[src/rtl/alu_operand_seq.sv]
// Operand-fetch / writeback sequencer wrapped around a combinational ALU.
// One instruction at a time: IDLE -> READ -> EXEC -> WB, with R0 hardwired to zero.
module alu_operand_seq #(
    parameter int DATA_W = 4,
    parameter int NREG   = 4,
    parameter int ADDR_W = 2
) (
    input  logic              clk,
    input  logic              rst,
    input  logic              instr_valid,
    output logic              instr_ready,
    input  logic [2:0]        instr_op,
    input  logic [ADDR_W-1:0] instr_rd,
    input  logic [ADDR_W-1:0] instr_rs1,
    input  logic [ADDR_W-1:0] instr_rs2,
    input  logic [DATA_W-1:0] instr_imm,
    input  logic              instr_use_imm,
    output logic [DATA_W-1:0] alu_in1,
    output logic [DATA_W-1:0] alu_in2,
    output logic [2:0]        alu_sel,
    input  logic [DATA_W-1:0] alu_out,
    output logic              wb_valid,
    output logic [ADDR_W-1:0] wb_rd,
    output logic [DATA_W-1:0] wb_data,
    output logic              busy,
    input  logic [ADDR_W-1:0] dbg_addr,
    output logic [DATA_W-1:0] dbg_data
);

    typedef enum logic [1:0] {IDLE, READ, EXEC, WB} state_t;

    state_t            state_reg, state_next;
    logic [2:0]        op_reg;
    logic [ADDR_W-1:0] rd_reg, rs1_reg, rs2_reg;
    logic [DATA_W-1:0] imm_reg;
    logic              use_imm_reg;
    logic [DATA_W-1:0] alu_in1_reg, alu_in2_reg;
    logic [2:0]        alu_sel_reg;
    logic [ADDR_W-1:0] wb_rd_reg;
    logic [DATA_W-1:0] wb_data_reg;
    logic [DATA_W-1:0] regs [NREG];
    logic [NREG-1:0]   we;
    logic [DATA_W-1:0] rs1_val, rs2_val;
    logic              accept;

    // State register
    always_ff @(posedge clk) begin
        if (rst) state_reg <= IDLE;
        else     state_reg <= state_next;
    end

    // Next-state logic
    always_comb begin
        state_next = state_reg;
        case (state_reg)
            IDLE:    if (accept) state_next = READ;
            READ:    state_next = EXEC;
            EXEC:    state_next = WB;
            WB:      state_next = IDLE;
            default: state_next = IDLE;
        endcase
    end

    // Outputs decoded from state
    always_comb begin
        instr_ready = (state_reg == IDLE);
        busy        = (state_reg != IDLE);
        wb_valid    = (state_reg == WB);
    end

    assign accept = instr_valid && instr_ready;

    // Per-register write enables; entry 0 never enables, so R0 stays at its reset zero.
    for (genvar gi = 0; gi < NREG; gi++) begin : g_we
        assign we[gi] = (gi != 0) && (state_reg == WB) && (wb_rd_reg == ADDR_W'(gi));
    end

    always_ff @(posedge clk) begin
        for (int i = 0; i < NREG; i++) begin
            if (rst)        regs[i] <= '0;
            else if (we[i]) regs[i] <= wb_data_reg;
        end
    end

    assign rs1_val  = (rs1_reg  == '0) ? '0 : regs[rs1_reg];
    assign rs2_val  = (rs2_reg  == '0) ? '0 : regs[rs2_reg];
    assign dbg_data = (dbg_addr == '0) ? '0 : regs[dbg_addr];

    always_ff @(posedge clk) begin
        if (rst) begin
            op_reg      <= '0;
            rd_reg      <= '0;
            rs1_reg     <= '0;
            rs2_reg     <= '0;
            imm_reg     <= '0;
            use_imm_reg <= 1'b0;
            alu_in1_reg <= '0;
            alu_in2_reg <= '0;
            alu_sel_reg <= '0;
            wb_rd_reg   <= '0;
            wb_data_reg <= '0;
        end else begin
            case (state_reg)
                IDLE: if (accept) begin
                    op_reg      <= instr_op;
                    rd_reg      <= instr_rd;
                    rs1_reg     <= instr_rs1;
                    rs2_reg     <= instr_rs2;
                    imm_reg     <= instr_imm;
                    use_imm_reg <= instr_use_imm;
                end
                READ: begin
                    alu_in1_reg <= rs1_val;
                    alu_in2_reg <= use_imm_reg ? imm_reg : rs2_val;
                    alu_sel_reg <= op_reg;
                end
                // wb_rd/wb_data double as the result register and keep their value after WB
                EXEC: begin
                    wb_data_reg <= alu_out;
                    wb_rd_reg   <= rd_reg;
                end
                default: ;
            endcase
        end
    end

    assign alu_in1 = alu_in1_reg;
    assign alu_in2 = alu_in2_reg;
    assign alu_sel = alu_sel_reg;
    assign wb_rd   = wb_rd_reg;
    assign wb_data = wb_data_reg;

endmodule

[config.mk]
export PLATFORM = sky130hd
export DESIGN_NAME = alu_operand_seq
export DESIGN_NICKNAME = d
export VERILOG_FILES = /design/src/rtl/alu_operand_seq.sv
export SDC_FILE = /design/constraint.sdc
export NUM_CORES = 1
export LEC_CHECK = 0
export CORE_AREA = 3 3 78 80
export CTS_CLUSTER_DIAMETER = 50
export DETAILED_ROUTE_END_ITERATION = 10
export DIE_AREA = 0 0 81 83
export PLACE_DENSITY = 0.71
export SYNTH_ARGS = -nofsm -noshare
export SYNTH_HDL_FRONTEND = slang
export SYNTH_SLANG_ARGS = --single-unit
[constraint.sdc]
create_clock -name clk -period 2.8 [get_ports clk]
set_clock_uncertainty 0.15 [all_clocks]
set_input_delay 0.56 -clock clk [delete_from_list [all_inputs] [get_ports clk]]
set_output_delay 0.56 -clock clk [all_outputs]
set_load 0.005 [all_outputs]
# ---- After elaboration in Yosys (flattened, before gate mapping)
# Memories as Yosys holds them, arrays and structs flattened. A register that Yosys moved wholly into a read port is not among the register bits.
# Cells that the tools add are included.
dict set report word_totals {
  regBits 33
  mem_count 1
  inputBits 23
  mem_bits_ro 0
  latch_bits 0
  mem_bits_rw 16
  output_inout_bits 24
}
dict set report classes {
  add_sub_neg 0
  n_div 0
  bitwise_logic 3
  shift 0
  n_lt_le_gt_ge 0
  muxes 24
  n_eq_ne 7
  reduce_logical 10
  n_mul 0
}
# name depth word_bits read_ports rd_clocked_by_memory_dff wr line
set mem_list {}
lappend mem_list {regs 4 4 3 2 4 41} ;# logic [DATA_W-1:0] regs [NREG];
# op n
set op_table {}
lappend op_table {{two-way mux 4 bit} 7}
lappend op_table {{two-way mux 1 bit} 11}
lappend op_table {{two-way mux 2 bit} 5}
lappend op_table {{equality test 2 bit, second input constant} 4}
lappend op_table {{zero test 2 bit} 4}
lappend op_table {{one-hot mux 2 bit (4 select lines)} 1}
lappend op_table {{equality test 2 x 1 -> 1 bit, second input constant} 2}
lappend op_table {{logical AND 1 bit} 4}
lappend op_table {{bitwise OR 1 bit} 3}
lappend op_table {{!= test 2 x 1 -> 1 bit, second input constant} 1}
lappend op_table {{AND reduction 2 bit} 1}
lappend op_table {{nonzero test 2 bit} 1}

# ---- Longest topological paths before layout
dict set report logic_depth {
  word_depth 6
  depth_mapped 6
}

# ---- Worst setup path before layout
# Ideal clock, no wire load.
dict set report synth_timing {
  kind {in2out}
  startpoint {input port dbg_addr[1]}
  endpoint {output port dbg_data[0]}
  t_arrival_ps 1046
  t_required_ps 2090
  path_slack_ps 1044
  n_path_buf 0
  stages 2
  cell_sequence {mux2_2 a22o_1}
}
dict set report synth_via {
  elab_chain_cells 2
}
# element line
set synth_lines {}
lappend synth_lines {{start: declaration} 26} ;# input logic [ADDR_W-1:0] dbg_addr,
lappend synth_lines {{memory read (4 x 4 bit) or zero test 2 bit (tied branches)} n/a}
lappend synth_lines {{two-way mux 4 bit *} 87} ;# assign dbg_data = (dbg_addr == '0) ? '0 : regs[dbg_addr];
lappend synth_lines {{end: declaration} 27} ;# output logic [DATA_W-1:0] dbg_data
# Every way passes the cells marked *; elsewhere a longest branch is shown, timed or not.

# ---- Worst setup path in the final report
dict set report layout_timing {
  startpoint {input port dbg_addr[0]}
  endpoint {output port dbg_data[0]}
}
# The elaborated chain is that of the path after synthesis.

==> run metrics <==
status=finished, final reports clean; max FFs per register=12; vias=1689; Initial Util=0.391; Crit Path Max Fanout=5; Synth area leaders=dfxtp_1 (35%), edfxtp_1 (17%), nand2_1 (7.4%); reg-to-reg endpoint=alu_in1[1]; Routability Congestion=0.795; die width=a little over 80 µm; Fillers=a little over 500; max-cap violations=0; critical path type=primary input to output pin; VDD IR max=0.000429 V; hold buffers post-CTS=0; clock sinks=49; worst slew pin tran=570 ps; fin. max-slew vios=0; largest net degree at the start of global routing=20; vias in the first global route=1706; Worst-path clk slew=80 ps; synthesized net count=239; period utilization=0.942; Num CTS Buffers=5; Total Routed Length=4700 µm; Core Area=5470 µm²; sequential cell area fraction in the yosys report=0.515; WHS Path Cells=2; detailed-routing iteration count for the pre-antenna-repair pass=4; DR DRC count=0; FMAX=0.379 GHz; setup TNS=0 ps; n_diodes=0; row cnt=27; final net count=286; FF-to-FF setup slack=a little over 900 ps; Startpoint Class=primary input; fin util=0.501; global-route usage over all layers=0.153; # setup viols final=0; GRT overflow=0; worst-case reg-to-reg path depth=5; Yosys top cell by area=dfxtp_1; share of layout cells above drive strength 1=0.104; number of setup buffers added after CTS=0; Post-Synthesis Cell Area=between 2000 and 2500 µm²; post-route ant nets=0; DRT iter0 DRCs=around 160; setup ws final=about 160 ps; RR Startpoint=state_reg[1]; predominant post-synthesis flop cell=dfxtp_1; Hold Path Class=flip-flop to flip-flop; cell with the most instances after synthesis=nand2_1; EDFF count, synth=12; port bufs=46; top post-synthesis cells by count=nand2_1 (42), dfxtp_1 (37), nor2_1 (16); #FFs+latches synth=49; power density over the cells=694 nW/µm²; CP Capture Type=output pin; Biggest register=regs; endpoints failing hold=0; first-pass GRT wire length=8060 µm; clock root cell=clkbuf_8; Synth top area share=0.346; CP arrival=a little under 2000 ps; Post-Syn Instances=about 210; WHS Endpoint=imm_reg[3]; initial antenna violation count=0; distinct cell type count after synthesis=31; TritonCTS clock tree=built; ys async rst share=0; RSZ-0062 raised after global routing=false; DIE AREA=6720 µm²; beginning of the critical path=dbg_addr[0]; P&R area growth vs syn=28.3%; Avg Cell Area, Syn=10.1 µm²; Max Root-Sink Buffers=2; Syn. warnings=0; crit path time final=2640 ps; pre-CTS WS=-30.0 ps; H-Tree Depth=2; Skew-Pair Late Insertion Delay=300 ps; chip height=83 µm; Static Leak=0.000993 µW; hpwl dp=3470 µm; required time of the critical path=2090 ps; I/O pin cnt=47; hold_sp=imm_reg[3]; hold slack final=311 ps; drt wl/cell=14.2 µm; Rel. slew slack=0.620; Via-to-Cell Ratio=5.10
-- stage by stage --
step	area [µm²]	power, µW	cells
finish	2740	1900	331
global placement	2660	1520	323
CTS	2740	1920	331
detailed placement	2660	1530	323
floorplan	2140	1290	211
global route	2740	2040	331
-- per-layer routing --
metal | GRT usage | wire, µm | vias up
met4 | 0.0476 | 59 | 0
met1 | 0.199 | 2170 | 799
met3 | 0.0477 | 282 | 6
met2 | 0.239 | 2190 | 47
li1 | - | - | 837
met5 | 0 | 0 | -
-- worst max path at each step --
stage / depth (start not counted) / end / slack [ps]
global placement: 4 / dbg_data[1] / 20
finish: 4 / dbg_data[0] / 160
CTS: 4 / dbg_data[1] / 90
detailed placement: 4 / dbg_data[1] / -30
global route: 4 / dbg_data[0] / 70
floorplan: 2 / dbg_data[0] / 1040
-- power by group --
| group | total, µW | internal [µW] | switching [µW] |
|---|---|---|---|
| combinational | 599 | 309 | 291 |
| clock | 399 | 178 | 222 |
| sequential | 904 | 822 | 82.0 |
| total | 1900 | 1310 | 594 |
-- cell usage in the layout (no fill, tap or decap), types with 5 or more instances in the layout --
cell             instances
dfxtp_1                 37
a21oi_1                 14
clkdlybuf4s50_1         45
nor2_1                  16
nand2_1                 42
edfxtp_1                12
mux2_2                  11
a211oi_1                 5
clkbuf_8                 5
mux2i_1                 10
and2_1                  13
ha_1                     5
-- worst max-delay path: stages --
cell and delay (ps):
clkdlybuf4s50_1 490, nor2b_2 210, a22o_1 160, clkdlybuf4s50_1 490
-- timing repair --
action,CTS,global route
setup endpoints to repair,4,4
cloned,0,0
hold endpoints to repair,0,0
resized for setup,1,1
-- kinds of logic (layout without fill, tap and decap cells) --
| group | count (synthesis) | in the layout | share of synthesized area |
|---|---|---|---|
| AO/OA/AOI/OAI | 44 | 44 | 0.145 |
| multiplexers | 22 | 22 | 0.112 |
| buffers and inverters | 13 | 61 | 0.0287 |
| AND/OR/NAND/NOR | 78 | 78 | 0.170 |
| flip-flops | 49 | 49 | 0.515 |
| adder cells (fa/ha/maj) | 5 | 5 | 0.0293 |
-- area by class of cell --
type	count	area (µm²)	share of cell area
Multi-Input combinational cell	149	978	0.357
Tap cell	72	90.1	0.0328
Inverter	5	18.8	0.00684
Clock buffer	8	80.1	0.0292
Sequential cell	49	1100	0.401
Timing Repair Buffer	48	474	0.173
Note: power is estimated with default switching activity, not from simulation.
